--- src/rtl/gen_burst_trg_pkg.sv ---
// Shared types for the burst/trigger pattern generator.
//  gen_burst_st_t  : per-channel FSM state
//  gen_burst_cfg_t : shadow copy of one channel's run configuration. Its fields are
//                    sized for the widest supported CW/RW; narrower channels zero-extend.
package gen_burst_pkg;

   localparam int GB_CW = 32;
   localparam int GB_RW = 16;

   typedef logic [GB_CW-1:0] gb_len_t;
   typedef logic [GB_RW-1:0] gb_rep_t;

   typedef enum logic [1:0] {
      IDLE = 2'd0,
      DLY  = 2'd1,
      HGH  = 2'd2,
      LOW  = 2'd3
   } gen_burst_st_t;

   typedef struct packed {
      gb_len_t dly;
      gb_len_t hgh;
      gb_len_t low;
      gb_rep_t rep;
      logic    inf;
   } gen_burst_cfg_t;

endpackage

--- src/rtl/gen_burst_trg_ch.sv ---
// One burst/trigger channel: FSM, length counter, repetition counter and shadow cfg.
// Ports:
//  clk, rstn                  system clock, synchronous active-low reset
//  ctl_rst/ctl_stp/ctl_str    soft reset / stop / start pulses (priority in that order)
//  cfg_dly/hgh/low/rep/inf    run configuration, captured on start
//  trg_o                      registered pulse output (high while in HGH, one cycle later)
//  sts_run/sts_end/sts_rep    busy, natural-completion pulse, completed periods
//
// state | meaning
// IDLE  | waiting for start
// DLY   | start delay, cfg_dly cycles
// HGH   | pulse high phase, hgh+1 cycles
// LOW   | pulse low phase, low+1 cycles; period boundary on exit
module gen_burst_trg_ch
   import gen_burst_pkg::*;
#(
   parameter int CW = 32,
   parameter int RW = 16
) (
   input  logic          clk,
   input  logic          rstn,
   input  logic          ctl_rst,
   input  logic          ctl_stp,
   input  logic          ctl_str,
   input  logic [CW-1:0] cfg_dly,
   input  logic [CW-1:0] cfg_hgh,
   input  logic [CW-1:0] cfg_low,
   input  logic [RW-1:0] cfg_rep,
   input  logic          cfg_inf,
   output logic          trg_o,
   output logic          sts_run,
   output logic          sts_end,
   output logic [RW-1:0] sts_rep
);

   gen_burst_st_t  state_q, state_d;
   logic [CW-1:0]  cnt_q,   cnt_d;
   logic [RW-1:0]  rep_q,   rep_d;
   gen_burst_cfg_t shd_q,   shd_d;
   logic           trg_q,   trg_d;
   logic           end_q,   end_d;

   gb_len_t cnt_x;
   logic    last_per;

   always_comb begin
      state_d  = state_q;
      cnt_d    = cnt_q;
      rep_d    = rep_q;
      shd_d    = shd_q;
      end_d    = 1'b0;
      // trg_o lags the state by one cycle so start latency is n+1+D
      trg_d    = (state_q == HGH);
      cnt_x    = gb_len_t'(cnt_q);
      last_per = !shd_q.inf && (gb_rep_t'(rep_q) == shd_q.rep);

      if (ctl_rst) begin
         state_d = IDLE;
         cnt_d   = '0;
         rep_d   = '0;
         shd_d   = '0;
         trg_d   = 1'b0;
      end else if (ctl_stp) begin
         state_d = IDLE;
         cnt_d   = '0;
         trg_d   = 1'b0;
      end else begin
         case (state_q)
            IDLE: begin
               if (ctl_str) begin
                  shd_d.dly = gb_len_t'(cfg_dly);
                  shd_d.hgh = gb_len_t'(cfg_hgh);
                  shd_d.low = gb_len_t'(cfg_low);
                  shd_d.rep = gb_rep_t'(cfg_rep);
                  shd_d.inf = cfg_inf;
                  rep_d     = '0;
                  cnt_d     = '0;
                  state_d   = (cfg_dly != '0) ? DLY : HGH;
               end
            end
            DLY: begin
               if (cnt_x == shd_q.dly - gb_len_t'(1)) begin
                  state_d = HGH;
                  cnt_d   = '0;
               end else begin
                  cnt_d = cnt_q + 1'b1;
               end
            end
            HGH: begin
               if (cnt_x == shd_q.hgh) begin
                  state_d = LOW;
                  cnt_d   = '0;
               end else begin
                  cnt_d = cnt_q + 1'b1;
               end
            end
            LOW: begin
               if (cnt_x == shd_q.low) begin
                  cnt_d = '0;
                  rep_d = rep_q + 1'b1;
                  if (last_per) begin
                     state_d = IDLE;
                     end_d   = 1'b1;
                  end else begin
                     state_d = HGH;
                  end
               end else begin
                  cnt_d = cnt_q + 1'b1;
               end
            end
            default: state_d = IDLE;
         endcase
      end
   end

   always_ff @(posedge clk) begin
      if (!rstn) begin
         state_q <= IDLE;
         cnt_q   <= '0;
         rep_q   <= '0;
         shd_q   <= '0;
         trg_q   <= 1'b0;
         end_q   <= 1'b0;
      end else begin
         state_q <= state_d;
         cnt_q   <= cnt_d;
         rep_q   <= rep_d;
         shd_q   <= shd_d;
         trg_q   <= trg_d;
         end_q   <= end_d;
      end
   end

   assign trg_o   = trg_q;
   assign sts_run = (state_q != IDLE);
   assign sts_end = end_q;
   assign sts_rep = rep_q;

endmodule

--- src/rtl/gen_burst_trg.sv ---
// Multi-channel burst/trigger pattern generator: CN independent gen_burst_trg_ch channels.
// Ports:
//  clk, rstn            system clock, synchronous active-low reset
//  ctl_rst/stp/str[CN]  per-channel soft reset / stop / start pulses
//  cfg_*                per-channel configuration, channel i at [i*W +: W]
//  trg_o/sts_*          per-channel pulse train and status
// Build option GEN_BURST_TRG_EXT_EN adds trg_i (external trigger) and cfg_ext[CN]; a rising
// edge of trg_i, detected through registers (one extra cycle), starts every channel whose
// cfg_ext bit is set, exactly like ctl_str.
module gen_burst_trg
   import gen_burst_pkg::*;
#(
   parameter int CN = 2,
   parameter int CW = 32,
   parameter int RW = 16
) (
   input  logic             clk,
   input  logic             rstn,
   input  logic [CN-1:0]    ctl_rst,
   input  logic [CN-1:0]    ctl_str,
   input  logic [CN-1:0]    ctl_stp,
   input  logic [CN*CW-1:0] cfg_dly,
   input  logic [CN*CW-1:0] cfg_hgh,
   input  logic [CN*CW-1:0] cfg_low,
   input  logic [CN*RW-1:0] cfg_rep,
   input  logic [CN-1:0]    cfg_inf,
`ifdef GEN_BURST_TRG_EXT_EN
   input  logic             trg_i,
   input  logic [CN-1:0]    cfg_ext,
`endif
   output logic [CN-1:0]    trg_o,
   output logic [CN-1:0]    sts_run,
   output logic [CN-1:0]    sts_end,
   output logic [CN*RW-1:0] sts_rep
);

   logic [CN-1:0] str_eff;

`ifdef GEN_BURST_TRG_EXT_EN
   logic trg_i_q, trg_i_d;
   logic rise_q,  rise_d;

   always_comb begin
      trg_i_d = trg_i;
      rise_d  = trg_i & ~trg_i_q;
   end

   always_ff @(posedge clk) begin
      if (!rstn) begin
         trg_i_q <= 1'b0;
         rise_q  <= 1'b0;
      end else begin
         trg_i_q <= trg_i_d;
         rise_q  <= rise_d;
      end
   end

   assign str_eff = ctl_str | ({CN{rise_q}} & cfg_ext);
`else
   assign str_eff = ctl_str;
`endif

   for (genvar i = 0; i < CN; i++) begin : g_ch
      gen_burst_trg_ch #(
         .CW (CW),
         .RW (RW)
      ) u_ch (
         .clk     (clk),
         .rstn    (rstn),
         .ctl_rst (ctl_rst[i]),
         .ctl_stp (ctl_stp[i]),
         .ctl_str (str_eff[i]),
         .cfg_dly (cfg_dly[i*CW +: CW]),
         .cfg_hgh (cfg_hgh[i*CW +: CW]),
         .cfg_low (cfg_low[i*CW +: CW]),
         .cfg_rep (cfg_rep[i*RW +: RW]),
         .cfg_inf (cfg_inf[i]),
         .trg_o   (trg_o[i]),
         .sts_run (sts_run[i]),
         .sts_end (sts_end[i]),
         .sts_rep (sts_rep[i*RW +: RW])
      );
   end

endmodule

--- config.mk ---
export PLATFORM = sky130hd
export DESIGN_NAME = gen_burst_trg
export DESIGN_NICKNAME = d
export VERILOG_FILES = /design/src/rtl/gen_burst_trg_pkg.sv /design/src/rtl/gen_burst_trg_ch.sv /design/src/rtl/gen_burst_trg.sv
export SDC_FILE = /design/constraint.sdc
export NUM_CORES = 1
export LEC_CHECK = 0
export CAP_MARGIN = 10
export CORE_MARGIN = 2
export CORE_UTILIZATION = 35
export CTS_BUF_LIST = sky130_fd_sc_hd__clkbuf_16
export DETAILED_ROUTE_END_ITERATION = 6
export GPL_ROUTABILITY_DRIVEN = 0
export HOLD_SLACK_MARGIN = 0.15
export PLACE_DENSITY = 0.54
export SYNTH_ARGS = -nofsm -noshare
export SYNTH_HDL_FRONTEND = slang
export SYNTH_HIERARCHICAL = 1
export SYNTH_SLANG_ARGS = --single-unit
--- constraint.sdc ---
create_clock -name clk -period 5.3 [get_ports clk]
set_input_delay 0.53 -clock clk [delete_from_list [all_inputs] [get_ports clk]]
set_output_delay 0.53 -clock clk [all_outputs]
set_load 0.02 [all_outputs]
==> results.md <==
- Data on the critical path arrives at its endpoint at 4.72 ns.
- For this run, the top clock speed supported by timing is 234 MHz.
- For this design the ratio of total power to cell area is 267 nW/um^2.
- Once layout is complete, the cells apart from fillers number 3169.
- The count of standard-cell rows is 82.
- After clock tree synthesis, the clock-pin slew on the worst setup and hold paths is 0.06 ns.
- On the final layout, the worst clock skew is 0.0195 ns.
- The number of nets in the synthesized netlist is 2578.
- For this design the top-level I/O count stands at 272.
- The type of the tightest min-delay check is register to register.
- Setup repair after global routing left no endpoint under its margin.
- The cell area after technology mapping is 17800 sq um.
- Synthesis instantiated 82 different standard cells from the library.
- The first global-routing pass estimated 93600 um of wire.
- The number of enable-type register cells in the synthesized netlist is 0.
- The biggest area consumer among synthesized cells is dfxtp_1.
- The post-route standard cell area excluding fillers is 22000 sq um.
- The synthesized area per cell is 7.63 sq um.
- The setup path with the least slack is of type register to register.
- The top fanout value on the critical path is 35.
- The total iterations of the first detailed-routing run is 6.
- The shortest clock period the worst path allows after layout is 4.27 ns.
- The worst setup path is captured at a register.
- Buffers inserted during clock tree synthesis total 40.
- For this run, global-route usage on met3 was measured as 0.0513.
- The category of the worst setup path launch point is a register.
- Measured on the finished design, the core utilization comes to 0.438.
- The global routing usage on met2 is 0.338.
- The total routed wirelength is 60400 um.
- The H-tree generated during clock tree synthesis spans 2 levels.
- The worst-case IR drop observed on VDD is 181 uV.
- After synthesis, the cell types taking the most area are dfxtp_1 (37%), nand2_1 (11%), xor2_1 (9.1%).
- After clock tree synthesis, the repair step resized 0 gates.
- The die area is 52600 sq um.
- For this run, design rule violations remaining after detail routing come to 0.
- The gate count of the mapped netlist is 2328.
- The worst slew margin relative to its limit is 0.222.
- The run finished with clean final reports.
- The die outline height is 229 um.
- The floorplan step set the die width to 229 um.
- Setup violations remaining at the end of the flow were counted as 0.
- The number of warning messages in the yosys log is 6.
- The share of the clock period used by the worst path after layout is 0.806.
- The cell area reported after detailed placement is 20700 sq um.
- The number of antenna violations at the first check in global routing is 6.
- The total global routing overflow is 0.
- The number of antenna-violating nets in the routed design is 0.
- The area added between synthesis and finish is 23.6%.
- The sequential cell area fraction in the yosys report is 0.372.
- The post-CTS setup repair buffer count is 0.
- The most used flip-flop cell after synthesis is dfxtp_1.
- Summing over every cut layer, the via total after detailed routing is 17100.
- After the first detailed-routing iteration, the DRC count stood at 1578.
- The via count of the first global-routing pass came to 16500.
- At the later pin of the worst-skew pair, clock insertion delay measures 0.56 ns.
- The count of port buffers added during placement is 271.
- The tool flagged a number of max-cap violations equal to 0.
- The number of nets in the layout is 2717.
- The library cells used most frequently in the layout, excluding fill and tap cells, are nand2_1 (536), dfxtp_1 (330), clkdlybuf4s50_1 (271), a21oi_1 (258), xor2_1 (184).
- The aggregate negative setup slack is 0 ns.
- In the global route stage, met1 resource usage came out at 0.315.
- The most common cell after layout, fill and taps aside is nand2_1.
- The overall routing resource usage is 0.225.
- The leakage dissipation is 8.28 nW.
- The floorplan step defined a core boundary enclosing 50200 sq um.
- The share of layout cells above drive strength 1 is 0.0477.
- The transition at the pin with the smallest max-transition slack is 1.16 ns.
- The initial cell density of the core is 0.354.
- The number of sinks handled by clock tree synthesis is 330.
- The half-perimeter wire length of the detailed placement result is 44500 um.
- The top cell type's share of synthesized area is 0.372.
- The via-per-instance ratio is 5.39.
- The register-to-register setup slack is 1.03 ns.
- The clock passes through at most 3 buffers.
- STA puts the critical path data required time at 5.74 ns.
- The global routing stage identified its most utilized layer as met2.
- The root buffer cell chosen for the clock tree is clkbuf_16.
- The post-synthesis sequential element count is 330.
- The total count of hold-check failures in the final report is 0.
- Counting flops with an async set or reset pin after synthesis yields a share of 0.
- The CTS tree is done.
- Hold repair after CTS inserted 0 buffers.
- The largest net degree at the start of global routing is 99.
- The total instance count after detailed placement is 3097.
- In the final routed layout, each cell accounts on average for 19.1 um.
- The count of pins over their slew limit is 0.
layer usage:
metal / part of all wire / up-vias
met5: 0.00084 / -
met3: 0.075 / 129
met1: 0.47 / 8041
li1: - / 8317
met4: 0.029 / 8
met2: 0.42 / 598
report_power, final:
| group | internal, mW | total [mW] | switching (mW) |
|---|---|---|---|
| clock network | 1.51 | 2.62 | 1.10 |
| registers | 2.52 | 2.56 | 0.0406 |
| logic | 0.321 | 0.683 | 0.362 |
| total | 4.36 | 5.86 | 1.51 |
cell usage after synthesis (all sizes together) (4+ instances only):
master and number:
nand2 537, a31oi 13, and3 28, o31ai 28, nor4 85, and4 6, ha 16, dfxtp 330
nor2 110, a22oi 13, nor4b 5, a211oi 16, nand2b 9, nor3 52, a211o 4, o311ai 4
and2 7, a32oi 4, mux2i 4, nor2b 10, or3 26, o21ai 45, nand4 49, nand3b 4
nor3b 6, buf 31, inv 33, clkbuf 160, or4 14, a21oi 259, xnor2 78, nand3 65
nand4b 4, or4b 5, a2111oi 6, or2 12, o211ai 19, a221oi 5, xor2 184
worst max-delay path, stage by stage, from the launching register on:
cell,delay [ns]
dfxtp_1,0.36
inv_1,0.08
ha_1,0.28
or4b_1,0.61
or3_1,0.43
xnor2_1,0.16
a32o_1,0.26
o211ai_1,0.26
nor4_4,0.12
nor2_4,0.64
nand3_1,0.49
o311ai_0,0.46
flip-flops by register name, summed over array words and instances (netlist names):
register	cells
g_ch.u_ch/sts_end	2
g_ch.u_ch/cnt_q	64
g_ch.u_ch/state_q	4
g_ch.u_ch/trg_o	2
g_ch.u_ch/sts_rep	32
g_ch.u_ch/shd_q	226
area by class of cell:
cell class	count	area [sq um]
Clock inverter	30	226
Multi-Input combinational cell	1774	10300
Fill cell	5070	28200
Timing Repair Buffer	288	2870
Antenna cell	2	5.00
Inverter	33	124
Tap cell	672	841
Sequential cell	330	6610
Clock buffer	40	1000
stage by stage:
step	total power [mW]	hold slack, ns	setup slack, ns
3_3_place_gp	3.29	0.445	1.22
4_1_cts	5.92	0.454	1.08
5_1_grt	6.10	0.472	0.717
2_1_floorplan	2.99	0.431	1.58
3_5_place_dp	3.29	0.447	1.08
6_report	5.86	0.453	1.03
kinds of logic (layout without fill, tap and decap cells):
| kind of cell | count (synthesis) | count (layout) | synth area share |
|---|---|---|---|
| muxes | 5 | 5 | 0.00289 |
| xor gates and xnor gates | 263 | 263 | 0.130 |
| DFF | 330 | 330 | 0.372 |
| AOI/OAI and AO/OA | 450 | 450 | 0.154 |
| and+or+nand+nor | 1040 | 1040 | 0.278 |
| buffers and inverters | 224 | 391 | 0.0510 |
| other | 0 | 2 | 0 |
| adders and majority gates | 16 | 16 | 0.0113 |
path summary, 6_finish.rpt:
path,startpoint,depth (start not counted),to
max reg2reg,g_ch[0].u_ch/shd_q[81]$_SDFFE_PP0P_,11,g_ch[0].u_ch/cnt_q[29]$_SDFFE_PP0N_
min,g_ch[0].u_ch/shd_q[0]$_SDFFE_PP0P_,2,g_ch[0].u_ch/shd_q[0]$_SDFFE_PP0P_
max,g_ch[0].u_ch/shd_q[81]$_SDFFE_PP0P_,11,g_ch[0].u_ch/cnt_q[29]$_SDFFE_PP0N_
min reg2reg,g_ch[0].u_ch/shd_q[0]$_SDFFE_PP0P_,2,g_ch[0].u_ch/shd_q[0]$_SDFFE_PP0P_
Power figures use the tool's default switching activity.
